$ cat src/rtl/ram_init_port_arb.sv
// ram_init_port_arb: forwards init-sequence writes to a simple dual-port RAM,
// gates user traffic until initialisation completes, then muxes user writes
// and reads onto the registered RAM ports. Read returns travel a fixed-latency
// pipeline carrying a write-first bypass tag for same-cycle collisions.
module ram_init_port_arb #(
  parameter int DEPTH     = 32,
  parameter int DATAWIDTH = 32,
  parameter int ADDRWIDTH = 5,
  parameter int RDLAT     = 1
) (
  input  logic                 clockCore,
  input  logic                 resetCore,
  input  logic                 initDone,
  input  logic                 initEnWr,
  input  logic [ADDRWIDTH-1:0] initWrAddr,
  input  logic [DATAWIDTH-1:0] initWrData,
  input  logic                 usrWrValid,
  output logic                 usrWrReady,
  input  logic [ADDRWIDTH-1:0] usrWrAddr,
  input  logic [DATAWIDTH-1:0] usrWrData,
  input  logic                 usrRdValid,
  output logic                 usrRdReady,
  input  logic [ADDRWIDTH-1:0] usrRdAddr,
  output logic                 usrRdDataValid,
  output logic [DATAWIDTH-1:0] usrRdData,
  output logic                 ramEnWr,
  output logic [ADDRWIDTH-1:0] ramWrAddr,
  output logic [DATAWIDTH-1:0] ramWrData,
  output logic                 ramEnRd,
  output logic [ADDRWIDTH-1:0] ramRdAddr,
  input  logic [DATAWIDTH-1:0] ramRdData,
  output logic                 initBusy
);

  typedef enum logic {
    ST_INIT = 1'b0,
    ST_RUN  = 1'b1
  } state_e;

  // Reject parameter sets the address compare or the return pipeline cannot serve.
  localparam int ADDR_MIN = (DEPTH > 1) ? $clog2(DEPTH) : 1;
  if (ADDRWIDTH < ADDR_MIN) begin : g_bad_addrwidth
    $error("ram_init_port_arb: ADDRWIDTH too small for DEPTH");
  end
  if (RDLAT < 1 || RDLAT > 2) begin : g_bad_rdlat
    $error("ram_init_port_arb: RDLAT must be 1 or 2");
  end

  // ---------------------------------------------------------------------------
  // Control FSM
  // ---------------------------------------------------------------------------
  state_e state_q, state_d;
  logic   init_busy_q, init_busy_d;
  logic   wr_rdy, rd_rdy;

  // State register; initBusy is kept as its own flop so it leaves the block registered.
  always_ff @(posedge clockCore or posedge resetCore) begin
    if (resetCore) begin
      // NOTE: sequential state uses <= so every flop samples pre-edge values.
      state_q     <= ST_INIT;
      init_busy_q <= 1'b1;
    end else begin
      state_q     <= state_d;
      init_busy_q <= init_busy_d;
    end
  end

  // Next state: the level of initDone decides INIT vs RUN, including re-init.
  always_comb begin
    // NOTE: a default before any branch keeps always_comb from inferring a latch.
    state_d = state_q;
    case (state_q)
      ST_INIT: if (initDone)  state_d = ST_RUN;
      ST_RUN:  if (!initDone) state_d = ST_INIT;
      default: state_d = ST_INIT;
    endcase
  end

  // FSM outputs: user readies only in RUN; init writes pre-empt the user write port.
  always_comb begin
    wr_rdy      = (state_q == ST_RUN) && !initEnWr;
    rd_rdy      = (state_q == ST_RUN);
    init_busy_d = (state_d == ST_INIT);
  end

  // ---------------------------------------------------------------------------
  // RAM port registers
  // ---------------------------------------------------------------------------
  logic                 ram_en_wr_q, ram_en_wr_d;
  logic [ADDRWIDTH-1:0] ram_wr_addr_q, ram_wr_addr_d;
  logic [DATAWIDTH-1:0] ram_wr_data_q, ram_wr_data_d;
  logic                 ram_en_rd_q, ram_en_rd_d;
  logic [ADDRWIDTH-1:0] ram_rd_addr_q, ram_rd_addr_d;

  // Write/read mux: init write wins, else an accepted user write; payloads hold when idle.
  always_comb begin
    ram_en_wr_d   = 1'b0;
    ram_wr_addr_d = ram_wr_addr_q;
    ram_wr_data_d = ram_wr_data_q;
    ram_en_rd_d   = 1'b0;
    ram_rd_addr_d = ram_rd_addr_q;
    if (initEnWr) begin
      ram_en_wr_d   = 1'b1;
      ram_wr_addr_d = initWrAddr;
      ram_wr_data_d = initWrData;
    end else if (usrWrValid && wr_rdy) begin
      ram_en_wr_d   = 1'b1;
      ram_wr_addr_d = usrWrAddr;
      ram_wr_data_d = usrWrData;
    end
    if (usrRdValid && rd_rdy) begin
      ram_en_rd_d   = 1'b1;
      ram_rd_addr_d = usrRdAddr;
    end
  end

  // RAM port flops.
  always_ff @(posedge clockCore or posedge resetCore) begin
    if (resetCore) begin
      ram_en_wr_q   <= 1'b0;
      ram_wr_addr_q <= '0;
      ram_wr_data_q <= '0;
      ram_en_rd_q   <= 1'b0;
      ram_rd_addr_q <= '0;
    end else begin
      ram_en_wr_q   <= ram_en_wr_d;
      ram_wr_addr_q <= ram_wr_addr_d;
      ram_wr_data_q <= ram_wr_data_d;
      ram_en_rd_q   <= ram_en_rd_d;
      ram_rd_addr_q <= ram_rd_addr_d;
    end
  end

  // ---------------------------------------------------------------------------
  // Read-return pipeline with collision bypass tag
  // ---------------------------------------------------------------------------
  logic                            collide;
  logic [RDLAT-1:0]                ret_vld_q, ret_vld_d;
  logic [RDLAT-1:0]                ret_byp_q, ret_byp_d;
  logic [RDLAT-1:0][DATAWIDTH-1:0] ret_data_q, ret_data_d;
  logic                            usr_rd_vld_q, usr_rd_vld_d;
  logic [DATAWIDTH-1:0]            usr_rd_data_q, usr_rd_data_d;

  // Tag the issuing read with a same-cycle write to its address, then shift RDLAT stages.
  always_comb begin
    collide       = ram_en_wr_q && ram_en_rd_q && (ram_wr_addr_q == ram_rd_addr_q);
    ret_vld_d     = ret_vld_q;
    ret_byp_d     = ret_byp_q;
    ret_data_d    = ret_data_q;
    ret_vld_d[0]  = ram_en_rd_q;
    ret_byp_d[0]  = collide;
    ret_data_d[0] = ram_wr_data_q;
    for (int i = 1; i < RDLAT; i++) begin
      ret_vld_d[i]  = ret_vld_q[i-1];
      ret_byp_d[i]  = ret_byp_q[i-1];
      ret_data_d[i] = ret_data_q[i-1];
    end
  end

  // Final return stage: bypassed write data or RAM data; data holds when no return.
  always_comb begin
    usr_rd_vld_d  = ret_vld_q[RDLAT-1];
    usr_rd_data_d = usr_rd_data_q;
    if (ret_vld_q[RDLAT-1]) begin
      usr_rd_data_d = ret_byp_q[RDLAT-1] ? ret_data_q[RDLAT-1] : ramRdData;
    end
  end

  // Return pipeline flops; reset discards in-flight reads.
  always_ff @(posedge clockCore or posedge resetCore) begin
    if (resetCore) begin
      // NOTE: the tag data stages are reset too; they are a few flops, not a RAM array.
      ret_vld_q     <= '0;
      ret_byp_q     <= '0;
      ret_data_q    <= '0;
      usr_rd_vld_q  <= 1'b0;
      usr_rd_data_q <= '0;
    end else begin
      ret_vld_q     <= ret_vld_d;
      ret_byp_q     <= ret_byp_d;
      ret_data_q    <= ret_data_d;
      usr_rd_vld_q  <= usr_rd_vld_d;
      usr_rd_data_q <= usr_rd_data_d;
    end
  end

  assign usrWrReady     = wr_rdy;
  assign usrRdReady     = rd_rdy;
  assign initBusy       = init_busy_q;
  assign ramEnWr        = ram_en_wr_q;
  assign ramWrAddr      = ram_wr_addr_q;
  assign ramWrData      = ram_wr_data_q;
  assign ramEnRd        = ram_en_rd_q;
  assign ramRdAddr      = ram_rd_addr_q;
  assign usrRdDataValid = usr_rd_vld_q;
  assign usrRdData      = usr_rd_data_q;

endmodule

$ cat config.mk
export PLATFORM = sky130hd
export DESIGN_NAME = ram_init_port_arb
export DESIGN_NICKNAME = d
export VERILOG_FILES = /design/src/rtl/ram_init_port_arb.sv
export SDC_FILE = /design/constraint.sdc
export NUM_CORES = 1
export LEC_CHECK = 0
export CAP_MARGIN = 20
export CORE_ASPECT_RATIO = 1.75
export CORE_MARGIN = 5
export CORE_UTILIZATION = 38
export CTS_CLUSTER_SIZE = 28
export DETAILED_ROUTE_END_ITERATION = 8
export PLACE_DENSITY = 0.85
export SLEW_MARGIN = 15
export SYNTH_ARGS = -nofsm -noshare
export SYNTH_HDL_FRONTEND = slang
export SYNTH_SLANG_ARGS = --single-unit
export TNS_END_PERCENT = 30
$ cat constraint.sdc
create_clock -name clockCore -period 3.54 [get_ports clockCore]
set_clock_uncertainty 0.1 [all_clocks]
set_input_delay 0.354 -clock clockCore [delete_from_list [all_inputs] [get_ports clockCore]]
set_output_delay 0.354 -clock clockCore [all_outputs]
set_load 0.02 [all_outputs]
==> impl_results.md <==
- Outcome: completed
- Pleak: 2.98 nW
- Setup violators final: 0
- Final hold viol count: 0
- Reg clk slew, reported paths: 0.05 ns
- Nets: 677
- GR Overflow Total: 0
- Initial Utilization: 38.6%
- Placed cells: between 600 and 700
- Sequential Power Share: 39.8%
- Met2 WL post-DR: 7020 um
- Crit Path Max Fanout: 4
- Gate Count Post-Synth: roughly 360
- RSZ-0062 raised after global routing: no
- Crit end category: primary output
- Clk network pwr share: between 40% and 50%
- Core Area: 11600 um^2
- Fmax: 0.488 GHz
- Metal3 WL: 694 um
- CTS-repair resized insts: 0
- Family with the most delay on the worst path: buffers and inverters
- Antenna-violating nets left: 0
- Layout Cells excl Fill: 708
- Hold Crit Class: primary input to asynchronous set/reset pin
- Die height: between 150 and 200 um
- Standard-cell rows: between 50 and 60
- CTS Buf Count: 17
- Root Buffer Master: clkbuf_16
- Avg Cell Area, Syn: 12.3 um^2
- H-Tree Depth: 4
- Startpoint types: flop
- FF+latch count, synth: around 110
- CTS Sinks: approximately 110
- Residual DRC: 0
- Area growth, synth to finish: 58.0%
- Number of port buffers: 196
- Final WS setup: 1.49 ns
- Worst EP required: 3.09 ns
- Most frequent cells in the layout: 195 x clkdlybuf4s50_1, 110 x dfrtp_1, 69 x mux2i_1
- CP Data Arrival Time: 1.60 ns
- First-pass GRT wire length: 19700 um
- Clock buffer depth: 2
- Ratio of cells with drive above 1 in the final layout: just under 8%
- P_int: 2.95 mW
- Mapped Area: 4470 um^2
- Die ar.: between 10000 and 15000 um^2
- Setup_tns: 0 ns
- Syn Nets: between 400 and 500
- Total Wirelength: 12700 um
- DPL Wire Length: about 9600 um
- Final min period: 2.05 ns
- Max-slew violations: 0
- Sw Pwr: about 0.97 mW
- DRT iter0 DRCs: 154
- Max IR drop VDD: ~0.35 mV
- WL/cell: about 18 um
- Comb pwr share: 18.4%
- Via count: 3449
- Worst path slowest cell: clkdlybuf4s50_1
- Power Dens Cells: 555 nW/um^2
- Hold buffers post-CTS: 0
- Crit path largest cell delay: 0.63 ns
- CTS tree: built
- Vias in the first global route: around 3800
- Die Wd: 92.0 um
- Synth cell types: 23
- # Post-CTS Setup Buffers: 0
- WS Path Type: flop to primary output
- Ports: 197
- Initial antenna violation count: 1
- GPL Wtd Cong: 0.785
- Sw Share: 24.8%
- DRT Pass-1 Iters: 4
- Top layer in use: met4
- Worst slew pin tran: 1.05 ns
- Worst-path cell chain: nor2b_1 > clkdlybuf4s50_1
- Dpl ws: 1.58 ns
- Detailed-routing wirelength on met1: 4370 um
- Sequential share of the synthesized area: 63.3%
- Synth warn: 0
- Relative slew slack: 29.9%
- MaxCap Viol Count: 0
- Final period util: 57.9%
- Commonest non-fill, non-tap cell in the layout: clkdlybuf4s50_1
- Via density: 4.87
- Buf/Inv on CP: 1
- Largest net degree at the start of global routing: 81
- Clk Latency, worst-skew pair: 0.39 ns
- Gr usage total: a little under a fifth
## state kept, by name, indices dropped and copies added (netlist names)
signal and count:
initBusy 1, ret_data_q 32, ret_byp_q 1, ramEnWr 1
ret_vld_q 1, usrRdReady 1, usrRdDataValid 1, usrRdData 32
ramWrAddr 5, ramRdAddr 5, ramWrData 32, ramEnRd 1
## worst paths after layout
kind                               start             end  slack [ns]  depth (start not counted)
setup / recovery              usrRdReady      usrWrReady        1.49                          2
hold / removal                 resetCore  ret_data_q[16]        0.21                          2
setup reg to reg               ret_byp_q    usrRdData[4]        1.83                          2
hold reg to reg            ramWrData[16]  ret_data_q[16]        0.30                          0
max in group asynchronous      resetCore    usrRdData[0]        2.26                          4
min in group clockCore     ramWrData[16]  ret_data_q[16]        0.30                          0
## per-layer routing
layer / vias up / GRT usage, %
met1: 1636 / 18.7
li1: 1631 / -
met2: 144 / 32.7
met3: 38 / 5.07
met4: 0 / 11.6
met5: - / 0
## synthesized netlist by cell type, drive strengths merged
cell    number  area [um^2]
mux2i       69          691
nand3        1         5.00
o21ai       37          189
nor2        33          124
bufbuf       1         18.8
dfstp        1         26.3
a21oi       33          169
buf         21          168
mux2         5         56.3
inv          4         15.0
nand2       38          143
dfrtp      112         2800
nand4        1         6.26
xnor2        5         43.8
nor2b        1         6.26
clkbuf       1         3.75
## logic make-up (layout without fill, tap and decap cells)
| group | Yosys count | count (layout) | synth area share [%] |
|---|---|---|---|
| AND/OR/NAND/NOR | 74 | 74 | 6.36 |
| flip-flops | 113 | 113 | 63.3 |
| other | 0 | 1 | 0 |
| AO/OA/AOI/OAI | 70 | 70 | 8.01 |
| multiplexers | 74 | 74 | 16.7 |
| buffers and inverters | 27 | 236 | 4.59 |
| XOR/XNOR | 5 | 5 | 0.980 |
## metrics by stage
stage | hold WS [ns] | utilization [%] | power (mW) | area, um^2
final | 0.210 | 61.0 | 3.92 | 7060
after global routing | 0.244 | 61.0 | 4.09 | 7060
after CTS | 0.301 | 60.7 | 3.97 | 7030
after detailed placement | 0.282 | 55.7 | 2.30 | 6440
after global placement | 0.284 | 55.7 | 2.28 | 6440
after floorplan | 0.249 | - | 1.87 | 4470
## power by group through the flow
stage | Clock (mW) | Sequential (mW) | Combinational (mW)
after CTS | 1.68 | 1.56 | 0.728
after detailed placement | 0 | 1.58 | 0.722
after floorplan | 0 | 1.67 | 0.199
after global routing | 1.74 | 1.58 | 0.767
final | 1.64 | 1.56 | 0.721
after global placement | 0 | 1.57 | 0.704
## final cells by class
class	instances	area (um^2)
fill	924	4520
sequential	113	2830
timing repair buffer	201	2010
multi-input combinational	223	1440
clock buffer	26	509
tap	135	169
clock inverter	5	75.1
inverter	4	17.5
antenna	1	2.50
(Power assumes the default switching activity.)
==> variant, RTL diff (same flow settings) <==
`ram_wr_addr_q`, `ram_wr_data_q` and `ram_rd_addr_q` no longer have a reset.
--- a/src/rtl/ram_init_port_arb.sv
+++ b/src/rtl/ram_init_port_arb.sv
@@ -119,15 +119,15 @@
     if (resetCore) begin
       ram_en_wr_q   <= 1'b0;
-      ram_wr_addr_q <= '0;
-      ram_wr_data_q <= '0;
       ram_en_rd_q   <= 1'b0;
-      ram_rd_addr_q <= '0;
     end else begin
       ram_en_wr_q   <= ram_en_wr_d;
-      ram_wr_addr_q <= ram_wr_addr_d;
-      ram_wr_data_q <= ram_wr_data_d;
       ram_en_rd_q   <= ram_en_rd_d;
-      ram_rd_addr_q <= ram_rd_addr_d;
     end
+  end
+
+  always_ff @(posedge clockCore) begin
+    ram_wr_addr_q <= ram_wr_addr_d;
+    ram_wr_data_q <= ram_wr_data_d;
+    ram_rd_addr_q <= ram_rd_addr_d;
   end
 
Function: changed (Yosys sat finds a counterexample within 4 cycles, from zero or initial values and one cycle with resetCore high).
==> variant against the unedited design <==
Worst setup slack improved by 0.042 ns; area after synthesis down 3.9%; total power decreased by 6.3%; design area down 2.6%; first-iteration DRC count up 3.9%; sequential share of layout area is 4.1 points higher; combinational power down 20%; register-to-register slack got worse by 0.19 ns; routed wire length down 7.3%; utilization up 0.97 points; critical path depth is 2 higher; sequential cell count stayed put; critical path type is now in2out.
==> variant: results (changes against the unedited design) <==
* Inst Count DP at 590 (-13%)
* Post-DR vias/cell at 4.82 (-1.1%)
* Flop pwr share at 0.427 (+0.029)
* Initial antenna violation count at 0 (-1)
* Combinational share of power at 0.158 (-0.026)
* Syn Nets at 391 (-19%)
* Setup CP Type: in2out
* P_leak at 2.66 nW (-11%)
* Fraction of layout cells with a size suffix above 1 at 0.145 (+0.0665)
* Top cells by area, synth: dfrtp_1, edfxtp_1, mux2_2
* Pwr dens at 535 nW/um^2 (-3.8%)
* DR iter-0 viols at 160 (+3.9%)
* Flop-to-flop setup slack at 1.64 ns (-0.19 ns)
* Crit path largest cell delay at 0.56 ns (-0.07 ns)
* Adder-Cell Fraction of Synth Area at 0 (unchanged)
* Resized cells post-CTS at 0 (unchanged)
* Slew @ Worst Pin at 1.06 ns (+0.00398 ns)
* FFs w/ async S/R, synth at 0.628 (-0.372)
* Post-Synth XOR/XNOR Area at 0.0102 (+0.000394)
* Area share of the largest cell type after synthesis at 0.408 (-0.220)
* Post-synth cell types at 21 (-8.7%)
* Crit path max fanout at 38 (+34)
* Arr. time, crit path at 1.55 ns (-0.05 ns)
* Number of fill cells at 858 (-7.1%)
* Part of the Yosys area used for sequential elements at 0.708 (+0.0744)
* Reg-to-reg startpoint: usrRdReady
* Diode count at 0 (-1)
* Post-synthesis mux area share at 0.179 (+0.0114)
* Peak VDD IR at 0.000361 V (+2.2%)
* Largest net degree at the start of global routing at 72 (-11%)
* Synth Area in Compound Gates at 0.0390 (-0.0411)
* Total power at 3.68 mW (-6.3%)
* HPWL Detailed at 9150 um (-5.1%)
* Vias in the first global route at 3,276 (-13%)
* Root buffer cell: clkbuf_16
* FF-to-FF path depth at 2 (unchanged)
* CP top delay family: buffers and inverters
* Min Clock Period, post-route at 2.01 ns (-0.0422 ns)
* Internal at 2.82 mW (-4.2%)
* Post-synth top cells: dfrtp_1, edfxtp_1, nor2_1, a21oi_1, mux2i_1
* First-pass iteration count of the detailed router at 4 (unchanged)
* Worst hold slack at 0.245 ns (+0.0350 ns)
* Hold Crit Class: in2async
* Avg WL per Cell at 19.0 um (+5.7%)
* DR vias at 2,991 (-13%)
* First-pass GRT wire length at 17,400 um (-11%)
* Post-synth EDFFs at 42 (+42)
* Placed cell area at 6330 sq um (-1.7%)
* Clk slew on worst S/H paths at 0.05 ns (about the same)
* Tot GR Track Use at 0.173 (-0.0114)
* Avg Cell Area, Syn at 15.7 sq um (+27%)
* Max Buffers Root-to-Sink at 2 (unchanged)
* Reg-to-Reg End: ramWrData[15]
* Setup WS pre-CTS at 1.25 ns (-0.337 ns)
* Setup Buffers After CTS at 0 (unchanged)
* Status: finished, final reports clean
* GPL Wtd Cong at 0.865 (+10%)
* Slowest cell on the critical path: clkdlybuf4s50_1
[variant: cells by family after synthesis]
logic type	after synthesis
buffers and inverters	17
XOR/XNOR	5
multiplexers	69
AND/OR/NAND/NOR	37
AO/OA/AOI/OAI	33
flip-flops	113
[variant: how the worst max path moves through the flow]
stage,from,endpoint,cells past startpoint
global route,initEnWr,usrWrReady,4
CTS,usrRdReady,usrWrReady,2
detailed placement,usrWrValid,ramWrData[10],3
floorplan,resetCore,ramEnRd,1
global placement,usrWrValid,ramWrData[9],3
finish,initEnWr,usrWrReady,4
[variant: layer usage]
layer	wire (um)	global-route usage	up-vias
met5	0	0	-
met4	598	0.107	0
met3	637	0.0530	35
met2	6690	0.318	126
met1	3890	0.164	1450
li1	-	-	1380
[variant: layout make-up]
class / instances / share of cell area
Clock inverter: 6 / 0.00837
Multi-Input combinational cell: 144 / 0.164
Inverter: 2 / 0.00109
Tap cell: 132 / 0.0240
Sequential cell: 113 / 0.442
Timing Repair Buffer: 199 / 0.290
Clock buffer: 25 / 0.0706
